$ cat src/rtl/jtag_tap_ctrl.sv
// IEEE 1149.1 TAP controller: TAP state machine, instruction register, DR selects, bypass bit and TDO mux.
// Define JTAG_TAP_IR_STATUS_EN to capture ir_status[IR_WIDTH-1:2] into the IR during Capture-IR.
module jtag_tap_ctrl #(
   parameter int                  IR_WIDTH  = 4,
   parameter logic [IR_WIDTH-1:0] IDCODE_OP = 4'b0010,
   parameter logic [IR_WIDTH-1:0] EXTEST_OP = 4'b0000,
   parameter logic [IR_WIDTH-1:0] SAMPLE_OP = 4'b0001
) (
   input  logic                TCK,
   input  logic                TRST,
   input  logic                TMS,
   input  logic                TDI,
   input  logic                idcode_tdo,
   input  logic                bsr_tdo,
   input  logic [IR_WIDTH-1:0] ir_status,
   output logic                TDO,
   output logic                TDO_en,
   output logic                CaptureDR,
   output logic                ShiftDR,
   output logic                UpdateDR,
   output logic                CaptureIR,
   output logic                ShiftIR,
   output logic                UpdateIR,
   output logic                TLR,
   output logic                sel_idcode,
   output logic                sel_bsr,
   output logic                sel_bypass,
   output logic [IR_WIDTH-1:0] ir,
   output logic [3:0]          state
);

   localparam logic [3:0] ST_TLR     = 4'd0;
   localparam logic [3:0] ST_RTI     = 4'd1;
   localparam logic [3:0] ST_SEL_DR  = 4'd2;
   localparam logic [3:0] ST_CAP_DR  = 4'd3;
   localparam logic [3:0] ST_SH_DR   = 4'd4;
   localparam logic [3:0] ST_EX1_DR  = 4'd5;
   localparam logic [3:0] ST_PAU_DR  = 4'd6;
   localparam logic [3:0] ST_EX2_DR  = 4'd7;
   localparam logic [3:0] ST_UPD_DR  = 4'd8;
   localparam logic [3:0] ST_SEL_IR  = 4'd9;
   localparam logic [3:0] ST_CAP_IR  = 4'd10;
   localparam logic [3:0] ST_SH_IR   = 4'd11;
   localparam logic [3:0] ST_EX1_IR  = 4'd12;
   localparam logic [3:0] ST_PAU_IR  = 4'd13;
   localparam logic [3:0] ST_EX2_IR  = 4'd14;
   localparam logic [3:0] ST_UPD_IR  = 4'd15;

   logic [3:0]          state_reg, state_next;
   logic [IR_WIDTH-1:0] ir_sr_reg, ir_reg, ir_capture;
   logic                bypass_reg, tdo_reg, tdo_en_reg;
   logic                shifting, tdo_src;
   logic                unused_ir_status;

   // State register
   always_ff @(posedge TCK or negedge TRST) begin
      if (!TRST) state_reg <= ST_TLR;
      else       state_reg <= state_next;
   end

   // Next-state logic
   always_comb begin
      state_next = state_reg;
      case (state_reg)
         ST_TLR:    state_next = TMS ? ST_TLR    : ST_RTI;
         ST_RTI:    state_next = TMS ? ST_SEL_DR : ST_RTI;
         ST_SEL_DR: state_next = TMS ? ST_SEL_IR : ST_CAP_DR;
         ST_CAP_DR: state_next = TMS ? ST_EX1_DR : ST_SH_DR;
         ST_SH_DR:  state_next = TMS ? ST_EX1_DR : ST_SH_DR;
         ST_EX1_DR: state_next = TMS ? ST_UPD_DR : ST_PAU_DR;
         ST_PAU_DR: state_next = TMS ? ST_EX2_DR : ST_PAU_DR;
         ST_EX2_DR: state_next = TMS ? ST_UPD_DR : ST_SH_DR;
         ST_UPD_DR: state_next = TMS ? ST_SEL_DR : ST_RTI;
         ST_SEL_IR: state_next = TMS ? ST_TLR    : ST_CAP_IR;
         ST_CAP_IR: state_next = TMS ? ST_EX1_IR : ST_SH_IR;
         ST_SH_IR:  state_next = TMS ? ST_EX1_IR : ST_SH_IR;
         ST_EX1_IR: state_next = TMS ? ST_UPD_IR : ST_PAU_IR;
         ST_PAU_IR: state_next = TMS ? ST_EX2_IR : ST_PAU_IR;
         ST_EX2_IR: state_next = TMS ? ST_UPD_IR : ST_SH_IR;
         ST_UPD_IR: state_next = TMS ? ST_SEL_DR : ST_RTI;
         default:   state_next = ST_TLR;
      endcase
   end

   // Strobes are pure state decodes; consumers act on the posedge that leaves the state
   always_comb begin
      CaptureDR = (state_reg == ST_CAP_DR);
      ShiftDR   = (state_reg == ST_SH_DR);
      UpdateDR  = (state_reg == ST_UPD_DR);
      CaptureIR = (state_reg == ST_CAP_IR);
      ShiftIR   = (state_reg == ST_SH_IR);
      UpdateIR  = (state_reg == ST_UPD_IR);
      TLR       = (state_reg == ST_TLR);
   end

   always_comb begin
      ir_capture      = '0;
      ir_capture[1:0] = 2'b01;
`ifdef JTAG_TAP_IR_STATUS_EN
      for (int i = 2; i < IR_WIDTH; i++) ir_capture[i] = ir_status[i];
`endif
   end

   assign unused_ir_status = ^ir_status;

   always_ff @(posedge TCK or negedge TRST) begin
      if (!TRST)                     ir_sr_reg <= '0;
      else if (state_reg == ST_CAP_IR) ir_sr_reg <= ir_capture;
      else if (state_reg == ST_SH_IR)  ir_sr_reg <= {TDI, ir_sr_reg[IR_WIDTH-1:1]};
   end

   // Active instruction changes on the falling edge so selects are stable by the next posedge
   always_ff @(negedge TCK or negedge TRST) begin
      if (!TRST)                       ir_reg <= IDCODE_OP;
      else if (state_reg == ST_TLR)    ir_reg <= IDCODE_OP;
      else if (state_reg == ST_UPD_IR) ir_reg <= ir_sr_reg;
   end

   always_comb begin
      sel_idcode = (ir_reg == IDCODE_OP);
      sel_bsr    = !sel_idcode && ((ir_reg == EXTEST_OP) || (ir_reg == SAMPLE_OP));
      sel_bypass = !sel_idcode && !sel_bsr;
   end

   always_ff @(posedge TCK or negedge TRST) begin
      if (!TRST)                                   bypass_reg <= 1'b0;
      else if (state_reg == ST_CAP_DR)             bypass_reg <= 1'b0;
      else if (state_reg == ST_SH_DR && sel_bypass) bypass_reg <= TDI;
   end

   assign shifting = (state_reg == ST_SH_DR) || (state_reg == ST_SH_IR);

   always_comb begin
      tdo_src = 1'b0;
      if (state_reg == ST_SH_IR)  tdo_src = ir_sr_reg[0];
      else if (sel_idcode)        tdo_src = idcode_tdo;
      else if (sel_bsr)           tdo_src = bsr_tdo;
      else                        tdo_src = bypass_reg;
   end

   always_ff @(negedge TCK or negedge TRST) begin
      if (!TRST) begin
         tdo_reg    <= 1'b0;
         tdo_en_reg <= 1'b0;
      end else begin
         tdo_reg    <= shifting & tdo_src;
         tdo_en_reg <= shifting;
      end
   end

   assign TDO    = tdo_reg;
   assign TDO_en = tdo_en_reg;
   assign ir     = ir_reg;
   assign state  = state_reg;

endmodule

$ cat config.mk
export PLATFORM = sky130hd
export DESIGN_NAME = jtag_tap_ctrl
export DESIGN_NICKNAME = d
export VERILOG_FILES = /design/src/rtl/jtag_tap_ctrl.sv
export SDC_FILE = /design/constraint.sdc
export NUM_CORES = 1
export LEC_CHECK = 0
export CAP_MARGIN = 5
export CORE_MARGIN = 5
export CORE_UTILIZATION = 30
export CTS_CLUSTER_DIAMETER = 80
export DETAILED_ROUTE_END_ITERATION = 10
export GPL_TIMING_DRIVEN = 0
export PLACE_DENSITY = 0.68
export SYNTH_ARGS = -nofsm -noshare
export SYNTH_HDL_FRONTEND = slang
export SYNTH_SLANG_ARGS = --single-unit
$ cat constraint.sdc
create_clock -name TCK -period 1.4 [get_ports TCK]
set_input_delay 0.28 -clock TCK [delete_from_list [all_inputs] [get_ports TCK]]
set_output_delay 0.28 -clock TCK [all_outputs]
set_load 0.02 [all_outputs]
==> results of run 1 <==
## critical path: stages (launching register included)
cell and delay [ns]:
dfrtn_1 0.42, buf_4 0.17, nor4_4 0.18, buf_4 0.17
## cell usage in the layout (no fill, tap or decap), types with 5 or more instances in the layout
| master | netlist | final |
|---|---|---|
| buf_4 | 2 | 22 |
| dfrtn_1 | 5 | 5 |
| buf_6 | 2 | 29 |
| o21ai_0 | 6 | 5 |
| nand2_1 | 9 | 7 |
| dfrtp_1 | 9 | 5 |
## per-layer routing
layer / up-vias / track usage / part of all wire
met1: 486 / 0.1620 / 0.42
met4: 0 / 0.03166 / 0.0051
li1: 453 / - / -
met2: 26 / 0.2513 / 0.53
met5: - / 0 / 0
met3: 2 / 0.02763 / 0.047
## layout make-up
cell class                 count  share of cell area
multi-input combinational     66              0.3376
timing repair buffer          58              0.3346
sequential                    15              0.2278
buffer                         6             0.04929
tap                           31             0.02315
clock buffer                   3             0.01344
inverter                       4            0.008962
clock inverter                 2            0.005228
## final timing paths
path,from,slack [ns],to,cells after the start
hold reg to reg,ir_sr_reg[1]$_DFFE_PN0P_,0.55,ir_sr_reg[1]$_DFFE_PN0P_,2
max in group asynchronous,TRST,0.18,ir[1]$_DFFE_NN1P_,1
setup reg to reg,ir[0]$_DFFE_NN0P_,-0.60,bypass_reg$_DFFE_PN0P_,4
setup / recovery,ir[3]$_DFFE_NN0P_,-0.81,sel_idcode,3
min in group TCK,ir_sr_reg[1]$_DFFE_PN0P_,0.55,ir_sr_reg[1]$_DFFE_PN0P_,2
hold / removal,TRST,0.14,ir_sr_reg[0]$_DFFE_PN0P_,1
## kinds of logic after synthesis
logic type	Yosys count
multiplexers	1
AND/OR/NAND/NOR	40
flip-flops	15
AO/OA/AOI/OAI	24
buffers and inverters	13
XOR/XNOR	1
## power breakdown
| group | switching [mW] | internal, mW | total (mW) |
|---|---|---|---|
| sequential | 0.215 | 0.643 | 0.858 |
| clock | 0.152 | 0.108 | 0.260 |
| combinational | 1.48 | 1.73 | 3.21 |
| total | 1.85 | 2.48 | 4.33 |
## per-stage QoR
stage	cells	power [mW]	setup slack (ns)
2_1_floorplan	94	2.204	-0.7423
3_3_place_gp	150	2.874	-1.098
3_5_place_dp	150	2.930	-1.106
4_1_cts	180	4.006	-0.8191
5_1_grt	185	4.599	-0.8568
6_report	185	4.330	-0.8135
## timing repair
item,CTS,global route
buffers inserted,27,13
pin swaps,9,14
gates resized for setup,136,22
endpoints found under the setup margin,33,27
==> key figures, run 1 <==
Clocking
  – Hold bufs inserted after CTS: 0
  – Htree depth: 1
  – Clock Pin Slew Worst Setup and Hold Paths: roughly 0.10 ns
  – CTS buffer count: 3
  – CTS Buffer Depth: 2
  – TritonCTS clock tree: yes
  – Worst skew pair latency: around 0.33 ns
  – Sink Count: 15
  – Root buf cell: clkbuf_4

Synth
  – Post-synth top flop: dfrtp_1
  – Syn Area/Cell: 9.477 µm²
  – Post-synth top area cell: dfrtp_1
  – Syn Nets: 104
  – Post-synthesis mux area share: 0.01124
  – Synth warnings: 0
  – Most instantiated cells after synthesis: dfrtp_1 (9), nand2_1 (9), nor2_1 (6), o21ai_0 (6)
  – Share of flip-flops with an asynchronous set or reset: 1.000
  – Post-Synth Adder-Cell Area: 0
  – Post-synthesis sequential area ratio: 0.4228
  – XOR/XNOR Fraction of Synth Area: 0.009831
  – Fraction of the mapped netlist area in compound gates: 0.1938
  – Top post-synthesis cells by area: dfrtp_1 (25%), dfrtn_1 (14%), nand2_1 (3.8%), o21ai_0 (3.4%), dfstp_2 (2.9%)
  – Post-synth top area share: 0.2528
  – Post-synth EDFFs: 0
  – Simple-gate share of the synthesized area: 0.2767
  – Synth Instances: 94
  – Post-Syn Area: just under 900 µm²
  – Yosys reg bits: 15
  – Combinational family with the most area after synthesis: simple AND/OR/NAND/NOR gates
  – Netlist cell types: 39

Placement
  – Placed Area: 0.001244 mm²
  – Port Buffers: 25
  – Detailed-placement wirelength estimate: roughly 1700 µm
  – Routability Congestion: slightly below 0.8

Global routing
  – Initial antenna violation count: 0
  – Largest net degree at the start of global routing: 16
  – Total GRT Usage: 0.1362
  – Grt total ovfl: 0
  – Vias in the first global route: roughly 970
  – First-pass GRT wire length: 4540 µm

Critical path
  – Critical path peak fanout: 6
  – Worst Setup End Kind: primary output
  – Startpoint Class: flop
  – Crit path kind: flop to primary output
  – Arr. time, crit path: slightly below 2 ns
  – WP data required: 1.12 ns

Die
  – Die Span X: 64.50 µm
  – Die ar.: between 0.004 and 0.005 mm²
  – Initial Util: 0.3176
  – Die Ht: approximately 64 µm
  – Site row count: 19
  – # IOs: 30
  – Core area: about 0.0028 mm²

Status
  – Outcome: finished, violations left
  – Failing checks: negative setup slack

STA
  – RSZ-0062 raised after global routing: true
  – Hold Slack: approximately 0.14 ns
  – Worst slew pin tran: just over 0.7 ns
  – Skew final: about 0.056 ns
  – Final worst slack: -0.8135 ns
  – Final Hold Fails: 0
  – Setup Total Neg Slack: -11.36 ns
  – Max Slew Vio Count: 0
  – Finish-stage setup viols: 24
  – Worst slew margin: 0.5302

Cells and area
  – Final Cell Area: between 0.0015 and 0.002 mm²
  – Filler Cell Count: 249
  – Register area: between 300 and 400 µm²
  – Nets: 165
  – Inserted Diodes: 0
  – Share of post-route cells with drive strength above 1: 0.5974
  – Area of the multi-input gates: between 500 and 600 µm²
  – Area Overhead vs Synth: 88.06%
  – Utilization after layout: 0.5972

Route
  – DRC: 0
  – Initial DRC count: 18
  – Vias: 967
  – Drt first pass iters: 4
  – Avg WL per Cell: 15.91 µm
  – Final ANT Viol Nets: 0
  – Vias per cell: about 5.2
  – DRT Wirelength: between 2000 and 3000 µm

Hold path
  – Worst hold path class: input port to asynchronous set/reset pin

Job
  – Max-Cap Viols: 0

Pwr
  – Leak: between 0.7 and 0.8 nW
  – Worst vdd ir: approximately 1.3 mV
  – Power Density: ~2600 mW/mm²
Power figures use the tool's default switching activity.
==> run 2, diff against run 1 <==
PLACE_DENSITY = default   (was 0.68)
RECOVER_POWER = 50   (was default)
==> run 2 against run 1 <==
Against the previous run: the flow still finishes with violations (negative setup slack); final cell count down 1.1%; sequential power down 2.4%; die area unchanged; worst hold slack better by 0.0089 ns; flip-flop and latch count unchanged; core utilization down 0.54 points; via count down 4.8%; total power down 2.0%; first-iteration DRC count down 5.6%.
==> key figures, run 2 (synthesis gave the netlist of run 1 again) <==
Route
  – Final ANT Viol Nets: 0 (unchanged)
  – Initial DRC count: 17 (-1)
  – DRT Wirelength: 2670 µm (-9.3%)
  – DRC: 0 (unchanged)
  – Vias: 921 (-4.8%)
  – Vias per cell: 5.033 (-3.7%)
  – Avg WL per Cell: 14.59 µm (-8.3%)
  – Drt first pass iters: 4 (unchanged)

Status
  – Failing checks: negative setup slack
  – Outcome: finished, violations left

Clocking
  – Htree depth: 1 (unchanged)
  – CTS buffer count: 3 (unchanged)
  – Clock Pin Slew Worst Setup and Hold Paths: 0.10 ns (about the same)
  – Root buf cell: clkbuf_4
  – Sink Count: 15 (unchanged)
  – CTS Buffer Depth: 2 (unchanged)
  – TritonCTS clock tree: yes
  – Worst skew pair latency: 0.34 ns (about the same)

Critical path
  – WP data required: 1.12 ns (about the same)
  – Critical R2R Launch: state[0]$_DFF_PN0_
  – Arr. time, crit path: 1.94 ns (about the same)
  – Slowest stage delay, CP: 0.55 ns (+0.13 ns)
  – Cells along the critical path: inv_2 > nor4_4 > buf_4
  – Crit path kind: flop to primary output
  – Critical path peak fanout: 4 (-2)
  – Critical Path Start: ir[1]$_DFFE_NN1P_
  – Worst Setup End Kind: primary output
  – Startpoint Class: flop
  – Slowest-stage cell, CP: dfstp_2

Cells and area
  – Inserted Diodes: 0 (unchanged)
  – Area Overhead vs Synth: 86.38%
  – Fin cells: 183 (-1.1%)
  – Most frequent cells in the layout: buf_6 (29), buf_4 (18), nand2_1 (7)
  – Leading cell type in the layout, fill and taps excluded: buf_6
  – Nets: 163 (-1.2%)
  – Share of post-route cells with drive strength above 1: 0.5789 (-0.01846)

Hold path
  – Worst hold path class: input port to asynchronous set/reset pin

Job
  – Max-Cap Viols: 0 (unchanged)

Global routing
  – Vias in the first global route: 950 (-1.7%)
  – Grt total ovfl: 0 (unchanged)
  – First-pass GRT wire length: 4416 µm (-2.7%)
  – Largest net degree at the start of global routing: 16 (unchanged)
  – Initial antenna violation count: 0 (unchanged)
  – Total GRT Usage: 0.1344 (-0.001821)

Pwr
  – Final Power: 4.242 mW (-2.0%)
  – Leak: 0.7750 nW (-0.56%)
  – Power Density: 2555 mW/mm² (-1.2%)
  – Worst vdd ir: 1.267 mV (-3.7%)

Placement
  – Pre-CTS WS: -1.105 ns (+0.0008600 ns)
  – Routability Congestion: 0.7887 (+0.23%)
  – Port Buffers: 25 (unchanged)
  – Detailed-placement wirelength estimate: 1650 µm (-3.2%)
  – Placed insts: 150 (unchanged)

STA
  – Worst slew pin tran: 0.7258 ns (+0.02116 ns)
  – Final Hold Fails: 0 (unchanged)
  – Max Slew Vio Count: 0 (unchanged)
  – Skew final: 0.05834 ns (+0.002758 ns)
  – RSZ-0062 raised after global routing: true
  – Hold Slack: 0.1509 ns (+0.008929 ns)
  – Final worst slack: -0.8208 ns (-0.007266 ns)
  – Worst slew margin: 0.5161 (-0.01411)
  – Finish-stage setup viols: 23 (-4.2%)

Die
  – Die Ht: 64.50 µm (unchanged)
  – Die ar.: 0.004160 mm² (unchanged)
  – Core area: 0.002805 mm² (unchanged)
  – Site row count: 19 (unchanged)
  – Die Span X: 64.50 µm (unchanged)
  – Initial Util: 0.3176 (unchanged)
  – # IOs: 30 (unchanged)
==> run 2: metrics by stage <==
stage	setup TNS (ns)	utilization	area [µm²]
after CTS	-11.19	0.5486	1539
final	-11.42	0.5919	1660
after floorplan	-7.194	-	954.7
after detailed placement	-16.90	0.4434	1244
after global placement	-16.61	0.4434	1244
after global routing	-13.09	0.5919	1660
==> run 2: per-layer routing <==
metal,GRT usage,vias up,part of all wire
met5,0,-,0
met4,0.03958,0,0.0045
met3,0.02591,2,0.054
met2,0.2487,26,0.52
met1,0.1567,437,0.42
li1,-,456,-
==> run 2: timing repair <==
action | 4_1_cts | 5_1_grt
setup endpoints to repair | 33 | 27
setup buffers | 22 | 12
resized for setup | 134 | 18
hold buffers | 0 | 0
pin swaps | 11 | 7
==> run 2: final cells by class <==
type / count / area (µm²)
Inverter: 4 / 15.01
Tap cell: 31 / 38.79
Buffer: 7 / 95.09
Clock inverter: 2 / 8.758
Clock buffer: 3 / 22.52
Timing Repair Buffer: 55 / 535.5
Sequential cell: 15 / 381.6
Fill cell: 247 / 1145
Multi-Input combinational cell: 66 / 563.0
==> run 2: report_power, final <==
part	switching, mW	internal [mW]
clock network	0.163	0.108
logic	1.41	1.72
registers	0.195	0.642
==> run 2: path summary, 6_finish.rpt <==
path | end | slack [ns] | depth (start not counted)
setup / recovery | sel_idcode | -0.82 | 3
hold / removal | ir_sr_reg[3]$_DFFE_PN0P_ | 0.15 | 1
setup reg to reg | ir[2]$_DFFE_NN0P_ | -0.61 | 4
hold reg to reg | ir_sr_reg[3]$_DFFE_PN0P_ | 0.53 | 2
max in group asynchronous | ir[1]$_DFFE_NN1P_ | 0.18 | 1
min in group TCK | ir_sr_reg[3]$_DFFE_PN0P_ | 0.53 | 2
==> run 2: critical path: cells and delay by family (launching register included) <==
| family | cells | cell delay (ns) |
|---|---|---|
| DFF | 1 | 0.55 |
| and+or+nand+nor | 1 | 0.11 |
| buffers and inverters | 2 | 0.23 |
